### config.mk
export PLATFORM = sky130hd
export DESIGN_NAME = alu_result_stage_flat
export DESIGN_NICKNAME = d
export VERILOG_FILES = /design/src/rtl/alu_result_stage_if.sv /design/src/rtl/alu_result_stage.sv /design/src/flat_wrapper.sv
export SDC_FILE = /design/constraint.sdc
export NUM_CORES = 1
export LEC_CHECK = 0
export CAP_MARGIN = 20
export CORE_MARGIN = 5
export CORE_UTILIZATION = 50
export DETAILED_ROUTE_END_ITERATION = 12
export GPL_TIMING_DRIVEN = 0
export PLACE_DENSITY = 0.86
export SLEW_MARGIN = 25
export SYNTH_ARGS = -nofsm -noshare
export SYNTH_HDL_FRONTEND = slang
export SYNTH_SLANG_ARGS = --single-unit
### constraint.sdc
create_clock -name clk -period 5.3 [get_ports clk]
set_input_delay 1.06 -clock clk [delete_from_list [all_inputs] [get_ports clk]]
set_output_delay 1.06 -clock clk [all_outputs]
set_load 0.02 [all_outputs]
### src/rtl/alu_result_stage_if.sv
// Handshake bundle for the ALU result stage: upstream result set in, selected result out.
// The master side is the environment (upstream + downstream); the slave side is the stage itself.
interface alu_result_stage_if #(
  parameter int WIDTH = 32,
  parameter int TAG_W = 5,
  parameter int CNT_W = 16
);
  logic             flush;
  logic             in_valid;
  logic             in_ready;
  logic [2:0]       in_sel;
  logic [WIDTH-1:0] in_arith;
  logic [WIDTH-1:0] in_logic;
  logic [WIDTH-1:0] in_shift;
  logic             in_slt;
  logic             in_sltu;
  logic [TAG_W-1:0] in_tag;
  logic             out_valid;
  logic             out_ready;
  logic [WIDTH-1:0] out_result;
  logic             out_zero;
  logic             out_illegal;
  logic [TAG_W-1:0] out_tag;
  logic [CNT_W-1:0] out_count;

  modport master (
    output flush, in_valid, in_sel, in_arith, in_logic, in_shift, in_slt, in_sltu, in_tag,
    output out_ready,
    input  in_ready, out_valid, out_result, out_zero, out_illegal, out_tag, out_count
  );

  modport slave (
    input  flush, in_valid, in_sel, in_arith, in_logic, in_shift, in_slt, in_sltu, in_tag,
    input  out_ready,
    output in_ready, out_valid, out_result, out_zero, out_illegal, out_tag, out_count
  );
endinterface

### src/rtl/alu_result_stage.sv
// ALU result select with zero/illegal flags, 2-entry skid buffer and a saturating
// delivered-result counter. All outputs come straight from registers.
module alu_result_stage #(
  parameter int WIDTH = 32,
  parameter int TAG_W = 5,
  parameter int CNT_W = 16
) (
  input logic             clk,
  input logic             rst_n,
  alu_result_stage_if.slave bus
);

  typedef struct packed {
    logic [WIDTH-1:0] result;
    logic             zero;
    logic             illegal;
    logic [TAG_W-1:0] tag;
  } entry_t;

  typedef enum logic [1:0] {
    ST_EMPTY = 2'd0,
    ST_ONE   = 2'd1,
    ST_FULL  = 2'd2
  } state_t;

  localparam logic [CNT_W-1:0] CNT_MAX    = {CNT_W{1'b1}};
  localparam logic [CNT_W-1:0] CNT_ONE    = {{(CNT_W-1){1'b0}}, 1'b1};
  localparam entry_t           ENTRY_ZERO = {$bits(entry_t){1'b0}};

  state_t           state_r;
  entry_t           main_r;
  entry_t           skid_r;
  logic             out_valid_r;
  logic             in_ready_r;
  logic [CNT_W-1:0] count_r;

  logic [WIDTH-1:0] sel_result_s;
  logic             sel_illegal_s;
  entry_t           sel_entry_s;
  logic             accept_s;
  logic             deliver_s;

  // Result mux; codes 101-111 are illegal and force a zero result.
  always_comb begin
    sel_result_s  = {WIDTH{1'b0}};
    sel_illegal_s = 1'b0;
    case (bus.in_sel)
      3'b000:  sel_result_s = bus.in_arith;
      3'b001:  sel_result_s = bus.in_logic;
      3'b010:  sel_result_s = bus.in_shift;
      3'b011:  sel_result_s = {{(WIDTH-1){1'b0}}, bus.in_slt};
      3'b100:  sel_result_s = {{(WIDTH-1){1'b0}}, bus.in_sltu};
      default: sel_illegal_s = 1'b1;
    endcase
  end

  assign sel_entry_s.result  = sel_result_s;
  assign sel_entry_s.zero    = (sel_result_s == {WIDTH{1'b0}});
  assign sel_entry_s.illegal = sel_illegal_s;
  assign sel_entry_s.tag     = bus.in_tag;

  // in_ready_r is the registered image of "skid empty", so out_ready never reaches in_ready.
  assign accept_s  = bus.in_valid & in_ready_r;
  assign deliver_s = out_valid_r & bus.out_ready;

  // Skid-buffer state machine, storage and delivered-result counter.
  always_ff @(posedge clk or negedge rst_n) begin
    if (!rst_n) begin
      state_r     <= ST_EMPTY;
      main_r      <= ENTRY_ZERO;
      skid_r      <= ENTRY_ZERO;
      out_valid_r <= 1'b0;
      in_ready_r  <= 1'b1;
      count_r     <= {CNT_W{1'b0}};
    end else begin
      // A deliver in the flush cycle was already seen downstream, so it still counts.
      if (deliver_s && (count_r != CNT_MAX)) begin
        count_r <= count_r + CNT_ONE;
      end else begin
        count_r <= count_r;
      end

      if (bus.flush) begin
        state_r     <= ST_EMPTY;
        out_valid_r <= 1'b0;
        in_ready_r  <= 1'b1;
      end else begin
        case (state_r)
          ST_EMPTY: begin
            if (accept_s) begin
              main_r      <= sel_entry_s;
              state_r     <= ST_ONE;
              out_valid_r <= 1'b1;
            end
          end
          ST_ONE: begin
            if (accept_s && !deliver_s) begin
              skid_r     <= sel_entry_s;
              state_r    <= ST_FULL;
              in_ready_r <= 1'b0;
            end else if (accept_s && deliver_s) begin
              main_r <= sel_entry_s;
            end else if (deliver_s) begin
              state_r     <= ST_EMPTY;
              out_valid_r <= 1'b0;
            end
          end
          ST_FULL: begin
            if (deliver_s) begin
              main_r     <= skid_r;
              state_r    <= ST_ONE;
              in_ready_r <= 1'b1;
            end
          end
          default: begin
            state_r     <= ST_EMPTY;
            out_valid_r <= 1'b0;
            in_ready_r  <= 1'b1;
          end
        endcase
      end
    end
  end

  assign bus.in_ready    = in_ready_r;
  assign bus.out_valid   = out_valid_r;
  assign bus.out_result  = main_r.result;
  assign bus.out_zero    = main_r.zero;
  assign bus.out_illegal = main_r.illegal;
  assign bus.out_tag     = main_r.tag;
  assign bus.out_count   = count_r;

endmodule

### src/flat_wrapper.sv
// flat-port wrapper written by rule: the top's interface ports become plain ports
module alu_result_stage_flat 
#(
  parameter int WIDTH = 32,
  parameter int TAG_W = 5,
  parameter int CNT_W = 16
)
  (clk, rst_n, bus_flush, bus_in_valid, bus_in_sel, bus_in_arith, bus_in_logic, bus_in_shift, bus_in_slt, bus_in_sltu, bus_in_tag, bus_out_ready, bus_in_ready, bus_out_valid, bus_out_result, bus_out_zero, bus_out_illegal, bus_out_tag, bus_out_count);
  alu_result_stage_if #(.WIDTH(WIDTH), .TAG_W(TAG_W), .CNT_W(CNT_W)) bus_i ();
  input logic clk;
  input logic rst_n;
  input wire logic [$bits(bus_i.flush)-1:0] bus_flush;
  input wire logic [$bits(bus_i.in_valid)-1:0] bus_in_valid;
  input wire logic [$bits(bus_i.in_sel)-1:0] bus_in_sel;
  input wire logic [$bits(bus_i.in_arith)-1:0] bus_in_arith;
  input wire logic [$bits(bus_i.in_logic)-1:0] bus_in_logic;
  input wire logic [$bits(bus_i.in_shift)-1:0] bus_in_shift;
  input wire logic [$bits(bus_i.in_slt)-1:0] bus_in_slt;
  input wire logic [$bits(bus_i.in_sltu)-1:0] bus_in_sltu;
  input wire logic [$bits(bus_i.in_tag)-1:0] bus_in_tag;
  input wire logic [$bits(bus_i.out_ready)-1:0] bus_out_ready;
  output wire logic [$bits(bus_i.in_ready)-1:0] bus_in_ready;
  output wire logic [$bits(bus_i.out_valid)-1:0] bus_out_valid;
  output wire logic [$bits(bus_i.out_result)-1:0] bus_out_result;
  output wire logic [$bits(bus_i.out_zero)-1:0] bus_out_zero;
  output wire logic [$bits(bus_i.out_illegal)-1:0] bus_out_illegal;
  output wire logic [$bits(bus_i.out_tag)-1:0] bus_out_tag;
  output wire logic [$bits(bus_i.out_count)-1:0] bus_out_count;
  assign bus_i.flush = bus_flush;
  assign bus_i.in_valid = bus_in_valid;
  assign bus_i.in_sel = bus_in_sel;
  assign bus_i.in_arith = bus_in_arith;
  assign bus_i.in_logic = bus_in_logic;
  assign bus_i.in_shift = bus_in_shift;
  assign bus_i.in_slt = bus_in_slt;
  assign bus_i.in_sltu = bus_in_sltu;
  assign bus_i.in_tag = bus_in_tag;
  assign bus_i.out_ready = bus_out_ready;
  assign bus_in_ready = bus_i.in_ready;
  assign bus_out_valid = bus_i.out_valid;
  assign bus_out_result = bus_i.out_result;
  assign bus_out_zero = bus_i.out_zero;
  assign bus_out_illegal = bus_i.out_illegal;
  assign bus_out_tag = bus_i.out_tag;
  assign bus_out_count = bus_i.out_count;
  alu_result_stage #(.WIDTH(WIDTH), .TAG_W(TAG_W), .CNT_W(CNT_W)) u_core (.clk(clk), .rst_n(rst_n), .bus(bus_i));
endmodule
======== After elaboration in Yosys (flattened, before gate mapping) ========
Cells that the tools add are included.
storage, ports and cells
  bits in registers ....................... 98
  input port bits ......................... 111
  word-level logic and storage cells ...... 75
operators by class
  $add $sub $neg .......................... 1
  equality and inequality tests ........... 21
  mux-type cells .......................... 24
  bitwise gates (word level) .............. 3
  reductions and logical operators ........ 14
operators with widths
  cell                                                   number
  one-hot mux 32 bit (5 select lines)                    1
  two-way mux 39 bit                                     4
  one-hot mux 39 bit (3 select lines)                    1
  zero test 32 bit                                       1
  adder 16 x 1 -> 16 bit, second input constant          1
  inequality test 16 bit, second input constant          1
  two-way mux 2 bit                                      6
  inequality test 3 x 2 -> 1 bit, second input constant  4
  two-way mux 1 bit                                      9
  == test 3 x 2 -> 1 bit, second input constant          2
  inequality test 2 x 1 -> 1 bit, second input constant  3
  inequality test 2 bit, second input constant           3
  inequality test 3 bit, second input constant           2
  one-hot mux 1 bit (3 select lines)                     2
  one-hot mux 2 bit (3 select lines)                     1
  AND reduction 3 bit                                    2
  AND reduction 6 bit                                    1
  AND reduction 5 bit                                    1
  OR reduction 5 bit                                     1
  inequality test 4 x 2 -> 1 bit, second input constant  1
  inequality test 4 x 3 -> 1 bit, second input constant  1
  AND reduction 4 bit                                    1
  == test 3 x 1 -> 1 bit, second input constant          1
  == test 3 bit, second input constant                   1
  9 further kinds                                        12

======== Longest topological paths before layout ========
Gate-level depths: netlist of run 1.
  depth in word-level cells ............... 6
  depth in mapped cells ................... 9
  depth with buffers taken out ............ 6

======== Worst setup path before layout of run 1 ========
No wires, ideal clock.
  path type ............................... input to register
  start point ............................. in bus_in_sel[1]
  end point ............................... reg u_core.main_r, in the netlist u_core.bus.out_zero
  library setup time ...................... 0.080 ns
  arrival ................................. 2.685 ns
  required time ........................... 5.220 ns
  slack ................................... 2.535 ns
  stages .................................. 8
  path buffers ............................ 2
  path through ............................ buf_6 > buf_6 > mux2_4 > a22oi_4 > a21oi_2 > nor4b_2 > or4b_1 > o211ai_2
between the ends
  word-level cells in the longest chain between the ends .. 6
  elaborated cells between the ends (all ways) .. 11
  classes of those cells .................. 4 x eq/ne; 5 x mux; 2 x reduce/logical
RTL lines
  item                                         RTL line                 RTL
  start, declared                              flat_wrapper.sv:14       input wire logic [$bits(bus_i.in_sel)-1:0] bus_in_sel;
  == test 3 bit, or another cell as far along  alu_result_stage.sv:47   case (bus.in_sel)
  one-hot mux 32 bit (5 select lines) (*)      alu_result_stage.sv:47
  zero test 32 bit (*)                         alu_result_stage.sv:58   assign sel_entry_s.zero = (sel_result_s == {WIDTH{1'b0}});
  two-way mux 39 bit                           alu_result_stage.sv:101  end else if (accept_s && deliver_s) begin
  two-way mux 39 bit                           alu_result_stage.sv:97   if (accept_s && !deliver_s) begin
  one-hot mux 39 bit (3 select lines) (*)      alu_result_stage.sv:88   case (state_r)
  end signal, assigned                         alu_result_stage.sv:91   main_r <= sel_entry_s;
  end signal, assigned                         alu_result_stage.sv:102  main_r <= sel_entry_s;
  end signal, assigned                         alu_result_stage.sv:110  main_r <= skid_r;
  end, declared                                alu_result_stage.sv:31   entry_t main_r;
Every way passes the cells marked *; elsewhere a longest branch is shown, timed or not. The select of a mux whose other input is x is not followed.
A chain may end at the register's enable or synchronous reset.

======== Final worst setup path of run 1 ========
  start point ............................. in bus_in_valid
  end point ............................... reg u_core.main_r, in the netlist u_core.bus.out_result[4]
between the ends
  word-level cells in the longest chain between the ends .. 4
  elaborated cells between the ends (all ways) .. 7
  classes of those cells .................. 3 x eq/ne; 1 x bitwise; 3 x reduce/logical
RTL lines
  item                                                                               RTL line                                         RTL
  start, declared                                                                    flat_wrapper.sv:13                               input wire logic [$bits(bus_i.in_valid)-1:0] bus_in_valid;
  AND 1 bit (*)                                                                      alu_result_stage.sv:63                           assign accept_s = bus.in_valid & in_ready_r;
  logical AND 1 bit, on equally long branches                                        alu_result_stage.sv:97, alu_result_stage.sv:101
  inequality test 2 bit (no line) or inequality test 2 x 1 -> 1 bit (tied branches)  n/a
  AND reduction 6 bit (no line) (*)                                                  n/a
Every way passes the cells marked *; elsewhere a longest branch is shown, timed or not.

==> results of run 1 <==
## area by class of cell
type / instances / area share, %
clock inverter: 2 / 0.482
buffer: 41 / 2.70
sequential: 98 / 33.7
tap: 136 / 2.34
multi-input combinational: 426 / 35.0
timing repair buffer: 167 / 23.2
clock buffer: 13 / 2.32
inverter: 3 / 0.155
## worst reg2reg max path, stage by stage (launching register included)
cell and delay [ns]:
dfstp_2 0.56, nand2_1 0.12, nor2_1 0.24, a22oi_1 0.12, nor2_1 0.30, clkbuf_1 0.49, clkbuf_1 0.46, a31oi_1 0.16
## state kept, by name (all words and copies together), names as in the netlist, 2 cells and up
register,cells
u_core.skid_r,39
u_core.bus.out_result,32
u_core.bus.out_count,16
u_core.bus.out_tag,5
u_core.state_r,2
## per-stage QoR
step	power, mW	hold WS, ns
floorplan	1.69	0.450
global placement	2.18	0.461
detailed placement	2.24	0.471
CTS	2.73	0.490
global route	2.88	0.514
finish	2.72	0.486
## power by group
part	total (mW)	internal [mW]	switching (mW)
logic	1.05	0.517	0.534
registers	1.17	1.01	0.169
clock network	0.496	0.254	0.243
## placed cells by master (no fill, tap or decap), types with 3 or more instances in the layout
cell type and n:
buf_2 4, clkdlybuf4s50_1 165, nor2_1 70, nand2_1 95, xnor2_1 10, nand3_1 7, a22oi_1 11, and2_1 9
o21ai_0 23, nand4_1 5, dfrtp_1 97, clkbuf_1 30, mux2_1 16, a21oi_1 55, buf_6 6, and3_1 4
clkbuf_8 12, nand3b_1 6, and4_1 3, o2bb2ai_1 8, xor2_1 5, buf_1 3, mux2i_1 23, mux2_2 15
nand2b_1 12, a31oi_1 20
## layer usage
layer	vias up	routed length, um	part of all wire [%]	GRT usage [%]
li1	2329	-	-	-
met1	2355	6120	40	29.8
met2	231	7510	50	42.9
met3	28	1160	7.7	5.07
met4	0	346	2.3	9.38
met5	-	0	0	0
## cell families after synthesis
family,synth area share (%)
buffers and inverters,3.99
and+or+nand+nor,19.5
xor gates and xnor gates,2.52
AOI/OAI and AO/OA,15.3
adders and majority gates,0.240
muxes,11.4
DFF,47.1
## worst paths after layout
path | to
worst max register to register | u_core.bus.out_result[4]
worst max-delay path | u_core.bus.out_result[4]
worst min register to register | u_core.skid_r[28]
min in group asynchronous | u_core.bus.out_tag[4]
worst min-delay path | u_core.skid_r[28]
max in group asynchronous | u_core.bus.out_result[18]
==> results.sh, run 1 <==
export IMPL_status="finished, final reports clean"
export IMPL_antenna_found_initial=0
export IMPL_cts_resized_gates=0
export IMPL_via_count=4943
export IMPL_regArea_um2=2450
export IMPL_path_clk_slew_ns=0.09
export IMPL_netlist_area_um2=5210
export IMPL_routed_wl_mm=15.1
export IMPL_io_buffers=166
export IMPL_grt_usage_pct=24.5
export IMPL_worst_setup_path_type="in -> reg"
export IMPL_avgSynthCellArea_um2=9.17
export IMPL_hold_start="u_core.skid_r[28]"
export IMPL_cap_violations=0
export IMPL_num_rows=37
export IMPL_end_kind="flop"
export IMPL_rrSetupSlack_ns=2.71
export IMPL_worst_path_buf_inv=3
export IMPL_yosysTopAreaCell="dfrtp_1"
export IMPL_cpLargestDelayFamily="buffers and inverters"
export IMPL_cts_max_level=3
export IMPL_cp_required_ns=5.53
export IMPL_clock_path_buffers=2
export IMPL_clock_sinks=98
export IMPL_detail_route_first_pass_iterations=5
export IMPL_post_cts_buffers=0
export IMPL_hold_viol=0
export IMPL_ant_nets=0
export IMPL_synth_fp_nets=680
export IMPL_timing_final_ws_setup_ns=2.09
export IMPL_root_buffer="clkbuf_8"
export IMPL_die_area_um2=12600
export IMPL_ctsHoldBuffers=0
export IMPL_vdd_drop_max_v=0.000192
export IMPL_yosysWarnings=0
export IMPL_drive_gt1_share_pct=6.67
export IMPL_cellPowerDensity_nw_per_um2=374
export IMPL_cts_tree="done"
export IMPL_area_delta_synth_final_pct=39.6
export IMPL_gp_congestion=0.864
export IMPL_cp_startpoint="bus_in_valid"
export IMPL_grt_pass1_vias=5178
export IMPL_period_minus_slack_ns=3.21
export IMPL_synthTopCellsByArea="dfrtp_1, nand2_1, a21oi_1"
export IMPL_cpPeakStageDelay_ns=0.49
export IMPL_timing_fmax_mhz=312
export IMPL_hold_depth=2
export IMPL_grt_max_degree=71
export IMPL_synth_edf_count=0
export IMPL_p_leak_nw=3.12
export IMPL_critical_path_slowest_cell="clkdlybuf4s50_1"
export IMPL_multi_input_area_um2=2550
export IMPL_setup_viol=0
export IMPL_synthCells=568
export IMPL_yosys_area_top_type_share_pct=46.6
export IMPL_die_x_um=112
export IMPL_rsz0062_at_grt="no"
export IMPL_die_h_um=112
export IMPL_cts_buffers=9
export IMPL_tightest_slew_ns=0.654
export IMPL_r2r_cells=7
export IMPL_cp_depth=8
export IMPL_drv_slew=0
export IMPL_initial_core_util_pct=50.9
export IMPL_initialDrtViolationCount=460
export IMPL_fin_area_um2=7270
export IMPL_path_cells="clkdlybuf4s50_1 -> nand2_1 -> nor2_1 -> a22oi_1 -> nor2_1 -> clkbuf_1 -> clkbuf_1 -> a31oi_1"
export IMPL_critPathLaunchType="primary input"
export IMPL_pre_cts_slack_ns=1.74
export IMPL_path_max_fanout=10
export IMPL_grt_overflow=0
export IMPL_hold_class="reg -> reg"
export IMPL_fin_cells=886
export IMPL_yosys_cell_types_count=48
export IMPL_synth_ff_type="dfrtp_1"
export IMPL_dp_cells=871
export IMPL_vias_per_cell=5.58
export IMPL_synth_most_common_cell="dfrtp_1"
export IMPL_clock_skew_ns=0.00715
export IMPL_post_route_period_util_pct=60.5
export IMPL_insertion_delay_ns=0.38
export IMPL_ys_top_cells_by_count="dfrtp_1, nand2_1, nor2_1, a21oi_1, clkbuf_1"
export IMPL_dpl_instance_area_um2=7070
export IMPL_antenna_cells=0
export IMPL_postLayoutCoreUtil_pct=71.1
export IMPL_final_nets=858
export IMPL_slew_headroom_pct=56.4
export IMPL_yosysSeqAreaShare_pct=47.1
export IMPL_rr_startpoint="u_core.bus.in_ready"
export IMPL_setup_tns_ns=0
export IMPL_arrival_ns=3.44
export IMPL_ios=168
export IMPL_wl_per_cell_um=17.1
export IMPL_synth_seq_cells=98
export IMPL_fillCellCount=775
export IMPL_synthArstFlopShare_pct=100
export IMPL_grt_pass1_wl_mm=24.9
export IMPL_place_detailed_hpwl_mm=11.8
export IMPL_drc=0
export IMPL_coreArea_um2=10200
No activity file was read; power rests on OpenSTA's default activity.
==> inputs of run 2 (changes only) <==
--- a/config.mk
+++ b/config.mk
@@ -7,10 +7,10 @@
 export LEC_CHECK = 0
 export CAP_MARGIN = 20
 export CORE_MARGIN = 5
-export CORE_UTILIZATION = 50
+export CORE_UTILIZATION = 42
 export DETAILED_ROUTE_END_ITERATION = 12
 export GPL_TIMING_DRIVEN = 0
-export PLACE_DENSITY = 0.86
+export PLACE_DENSITY = 0.77
 export SLEW_MARGIN = 25
 export SYNTH_ARGS = -nofsm -noshare
 export SYNTH_HDL_FRONTEND = slang
==> constraint.sdc (replaced) <==
create_clock -name clk -period 2.7 [get_ports clk]
set_input_delay 0.54 -clock clk [delete_from_list [all_inputs] [get_ports clk]]
set_output_delay 0.54 -clock clk [all_outputs]
set_load 0.02 [all_outputs]
==> results.sh, run 2 (synthesis results as in run 1) <==
export IMPL_pre_cts_slack_ns=-0.283
export IMPL_final_cell_mix="clkdlybuf4s50_1, dfrtp_1, nand2_1"
export IMPL_pwr_share_seq_pct=41.0
export IMPL_drv_slew=0
export IMPL_vdd_drop_max_v=0.000366
export IMPL_cts_max_level=3
export IMPL_dpl_instance_area_um2=7110
export IMPL_vias_per_cell=5.27
export IMPL_grt_max_degree=66
export IMPL_period_minus_slack_ns=2.62
export IMPL_cellPowerDensity_nw_per_um2=756
export IMPL_slew_headroom_pct=56.2
export IMPL_clock_sinks=98
export IMPL_area_delta_synth_final_pct=42.3
export IMPL_detail_route_first_pass_iterations=5
export IMPL_antenna_found_initial=0
export IMPL_timing_final_ws_setup_ns=0.0798
export IMPL_critPathLaunchType="primary input"
export IMPL_setup_viol=0
export IMPL_switchingPower_mw=1.91
export IMPL_end_kind="flop"
export IMPL_switching_share_pct=34.1
export IMPL_comb_power_share_pct=36.9
export IMPL_worst_setup_path_type="in -> reg"
export IMPL_rsz0062_at_grt="no"
export IMPL_die_area_um2=14700
export IMPL_ios=168
export IMPL_cts_tree="done"
export IMPL_die_h_um=121
export IMPL_tightest_slew_ns=0.657
export IMPL_hold_class="in -> async"
export IMPL_fillCellCount=1020
export IMPL_cp_required_ns=2.96
export IMPL_ant_nets=0
export IMPL_path_max_fanout=10
export IMPL_dp_cells=903
export IMPL_p_leak_nw=3.16
export IMPL_via_count=4843
export IMPL_drive_gt1_share_pct=7.46
export IMPL_fin_area_um2=7410
export IMPL_regMostFlops="u_core.skid_r"
export IMPL_grt_pass1_vias=5104
export IMPL_status="finished, final reports clean"
export IMPL_fin_cells=919
export IMPL_grt_pass1_wl_mm=24.7
export IMPL_p_total_mw=5.60
export IMPL_die_x_um=121
export IMPL_coreArea_um2=12100
export IMPL_rr_startpoint="u_core.state_r[0]"
export IMPL_io_buffers=166
export IMPL_arrival_ns=2.88
export IMPL_clock_skew_ns=0.00554
export IMPL_wl_per_cell_um=16.7
export IMPL_place_detailed_hpwl_mm=12.1
export IMPL_initial_core_util_pct=43.2
export IMPL_hold_viol=0
export IMPL_p_int_mw=3.69
export IMPL_power_share_clock_pct=22.0
export IMPL_initialDrtViolationCount=405
export IMPL_grt_overflow=0
export IMPL_post_cts_buffers=0
export IMPL_root_buffer="clkbuf_16"
export IMPL_gp_congestion=0.858
export IMPL_clock_path_buffers=2
export IMPL_layout_commonest_cell="clkdlybuf4s50_1"
export IMPL_timing_fmax_mhz=382
export IMPL_cts_buffers=9
export IMPL_post_route_period_util_pct=97.0
export IMPL_final_nets=858
export IMPL_ctsHoldBuffers=0
export IMPL_antenna_cells=0
export IMPL_insertion_delay_ns=0.34
export IMPL_largest_reg_flops=39
export IMPL_num_rows=40
export IMPL_path_clk_slew_ns=0.07
export IMPL_drc=0
export IMPL_grt_usage_pct=21.0
export IMPL_routed_wl_mm=15.3
export IMPL_cap_violations=0
export IMPL_cp_startpoint="bus_in_sel[0]"
[run 2: what timing repair did]
action,CTS,global route
endpoints found under the setup margin,0,46
hold endpoints to repair,0,0
resized for setup,0,11
[run 2: cell type report]
cell class	instances	area [um^2]	share of cell area, %
timing repair buffer	167	1690	22.8
inverter	3	11.3	0.152
clock inverter	3	22.5	0.304
buffer	41	205	2.77
clock buffer	13	270	3.65
sequential	98	2450	33.1
multi-input combinational	426	2550	34.4
tap	168	210	2.84
[run 2: critical path: stages]
cell             delay [ns]
clkdlybuf4s50_1        0.48
nor2b_2                0.23
buf_2                  0.20
a22oi_1                0.28
a21oi_1                0.13
nor4b_2                0.27
or4b_1                 0.56
o211ai_2               0.19
[run 2: power by group through the flow]
stage               logic (mW)  registers (mW)  clock network [mW]
global route              2.25            2.36                1.31
floorplan                0.728            2.60                   0
finish                    2.07            2.30                1.24
CTS                       2.09            2.30                1.24
global placement          2.01            2.29                   0
detailed placement        2.08            2.32                   0
[run 2: routing by layer]
| layer | vias up | GRT usage (%) | wire length (um) |
|---|---|---|---|
| met5 | - | 0 | 0 |
| met4 | 0 | 7.28 | 301 |
| met3 | 25 | 4.94 | 1140 |
| met2 | 213 | 35.2 | 7430 |
| met1 | 2280 | 26.4 | 6460 |
| li1 | 2325 | - | - |
[run 2: metrics by stage]
| stage | TNS, ns | hold WS (ns) | utilization (%) |
|---|---|---|---|
| final | 0 | 0.0813 | 61.4 |
| after detailed placement | -11.51 | 0.454 | 58.9 |
| after global placement | -235.39 | 0.462 | 58.7 |
| after CTS | 0 | 0.0969 | 61.4 |
| after floorplan | 0 | 0.244 | - |
| after global routing | 0 | 0.0993 | 61.4 |
[run 2: worst paths after layout]
check	endpoint	slack (ns)	cells past startpoint
worst min-delay path	u_core.bus.out_tag[1]	0.08	1
worst max-delay path	u_core.bus.out_zero	0.08	8
worst max register to register	u_core.skid_r[15]	0.31	8
min in group clk	u_core.skid_r[21]	0.48	2
max in group asynchronous	u_core.bus.out_result[17]	2.01	2
worst min register to register	u_core.skid_r[21]	0.48	2
==> inputs of run 3 (changes only) <==
--- a/config.mk
+++ b/config.mk
@@ -11,7 +11,6 @@
 export DETAILED_ROUTE_END_ITERATION = 12
 export GPL_TIMING_DRIVEN = 0
 export PLACE_DENSITY = 0.77
-export SLEW_MARGIN = 25
 export SYNTH_ARGS = -nofsm -noshare
 export SYNTH_HDL_FRONTEND = slang
 export SYNTH_SLANG_ARGS = --single-unit
==> results.sh, run 3 (synthesis results as in run 1) <==
export IMPL_path_clk_slew_ns=0.06
export IMPL_power_share_clock_pct=23.1
export IMPL_die_x_um=121
export IMPL_arrival_ns=2.86
export IMPL_cap_violations=0
export IMPL_setup_viol=0
export IMPL_cpPeakStageDelay_ns=0.60
export IMPL_final_cell_mix="clkdlybuf4s50_1, dfrtp_1, nand2_1"
export IMPL_vias_per_cell=5.30
export IMPL_critical_path_slowest_cell="or4b_4"
export IMPL_tightest_slew_ns=0.634
export IMPL_period_minus_slack_ns=2.59
export IMPL_slew_headroom_pct=57.7
export IMPL_path_cells="clkdlybuf4s50_1 -> nor2b_2 -> buf_2 -> o2bb2ai_1 -> nor4_1 -> a41oi_1 -> or4b_4 -> o211ai_2"
export IMPL_drc=0
export IMPL_comb_power_share_pct=36.4
export IMPL_die_h_um=121
export IMPL_drive_gt1_share_pct=7.07
export IMPL_cts_buffers=9
export IMPL_drv_slew=0
export IMPL_post_cts_buffers=0
export IMPL_p_leak_nw=3.17
export IMPL_insertion_delay_ns=0.34
export IMPL_path_max_fanout=10
export IMPL_vdd_drop_max_v=0.000362
export IMPL_cellPowerDensity_nw_per_um2=765
export IMPL_num_rows=40
export IMPL_end_kind="flop"
export IMPL_switching_share_pct=33.1
export IMPL_cts_max_level=3
export IMPL_grt_usage_pct=21.0
export IMPL_rsz0062_at_grt="no"
export IMPL_antenna_found_initial=0
export IMPL_final_nets=858
export IMPL_area_delta_synth_final_pct=42.4
export IMPL_root_buffer="clkbuf_16"
export IMPL_layout_commonest_cell="clkdlybuf4s50_1"
export IMPL_ant_nets=0
export IMPL_gp_congestion=0.858
export IMPL_cts_tree="done"
export IMPL_clock_path_buffers=2
export IMPL_p_int_mw=3.80
export IMPL_initialDrtViolationCount=308
export IMPL_die_area_um2=14700
export IMPL_worst_setup_path_type="in -> reg"
export IMPL_timing_fmax_mhz=385
export IMPL_grt_max_degree=66
export IMPL_largest_reg_flops=39
export IMPL_clock_sinks=98
export IMPL_critPathLaunchType="primary input"
export IMPL_p_total_mw=5.68
export IMPL_r2r_cells=8
export IMPL_coreArea_um2=12100
export IMPL_ios=168
export IMPL_cts_resized_gates=0
export IMPL_initial_core_util_pct=43.2
export IMPL_antenna_cells=0
export IMPL_cp_required_ns=2.96
export IMPL_detail_route_first_pass_iterations=5
export IMPL_pwr_share_seq_pct=40.5
export IMPL_postLayoutCoreUtil_pct=61.5
export IMPL_grt_pass1_vias=5124
export IMPL_grt_pass1_wl_mm=24.7
export IMPL_regMostFlops="u_core.skid_r"
export IMPL_via_count=4864
export IMPL_switchingPower_mw=1.88
export IMPL_hold_class="in -> async"
export IMPL_place_detailed_hpwl_mm=12.1
export IMPL_io_buffers=166
export IMPL_grt_overflow=0
export IMPL_post_route_period_util_pct=96.1
export IMPL_clock_skew_ns=0.00382
export IMPL_hold_viol=0
export IMPL_ctsHoldBuffers=0
export IMPL_wl_per_cell_um=16.7
export IMPL_routed_wl_mm=15.3
export IMPL_status="finished, final reports clean"
run 3: final timing paths:
kind | start | end | slack, ns
worst min-delay path | rst_n | u_core.bus.out_tag[1] | 0.15
worst max-delay path | bus_in_sel[0] | u_core.bus.out_zero | 0.11
max in group asynchronous | rst_n | u_core.skid_r[25] | 1.90
worst min register to register | u_core.skid_r[18] | u_core.skid_r[18] | 0.48
worst max register to register | u_core.state_r[0] | u_core.skid_r[15] | 0.33
min in group clk | u_core.skid_r[18] | u_core.skid_r[18] | 0.48
run 3: layout make-up:
type	count	area (um^2)
Buffer	41	204
Clock buffer	12	236
Clock inverter	3	65.1
Fill cell	1022	4640
Inverter	3	11.3
Multi-Input combinational cell	426	2550
Sequential cell	98	2450
Tap cell	168	210
Timing Repair Buffer	167	1690
run 3: worst max-delay path: cells and delay by family:
family	cells	cell delay, ns
AOI/OAI and AO/OA	3	0.52
buffers and inverters	2	0.68
and+or+nand+nor	3	1.11
run 3: metrics by stage:
step	hold slack [ns]	TNS (ns)	cells	area (um^2)	worst slack, ns
after floorplan	0.244	0	568	5210	0.455
after global placement	0.462	-235.39	902	7080	-2.34
after detailed placement	0.471	-10.52	903	7110	-0.288
after CTS	0.164	0	918	7410	0.0582
after global routing	0.188	0	918	7420	0.000766
final	0.152	0	918	7420	0.105
run 3: power by group through the flow:
stage | Combinational, mW | Sequential, mW | Clock (mW)
global placement | 2.01 | 2.29 | 0
CTS | 2.09 | 2.30 | 1.34
global route | 2.25 | 2.36 | 1.39
detailed placement | 2.08 | 2.32 | 0
floorplan | 0.728 | 2.60 | 0
finish | 2.07 | 2.30 | 1.31
run 3: metal layers:
layer | wire length, um | global-route usage (%) | up-vias
li1 | - | - | 2329
met5 | 0 | 0 | -
met1 | 6290 | 26.3 | 2275
met4 | 415 | 9.17 | 0
met3 | 1220 | 3.96 | 35
met2 | 7410 | 35.3 | 225
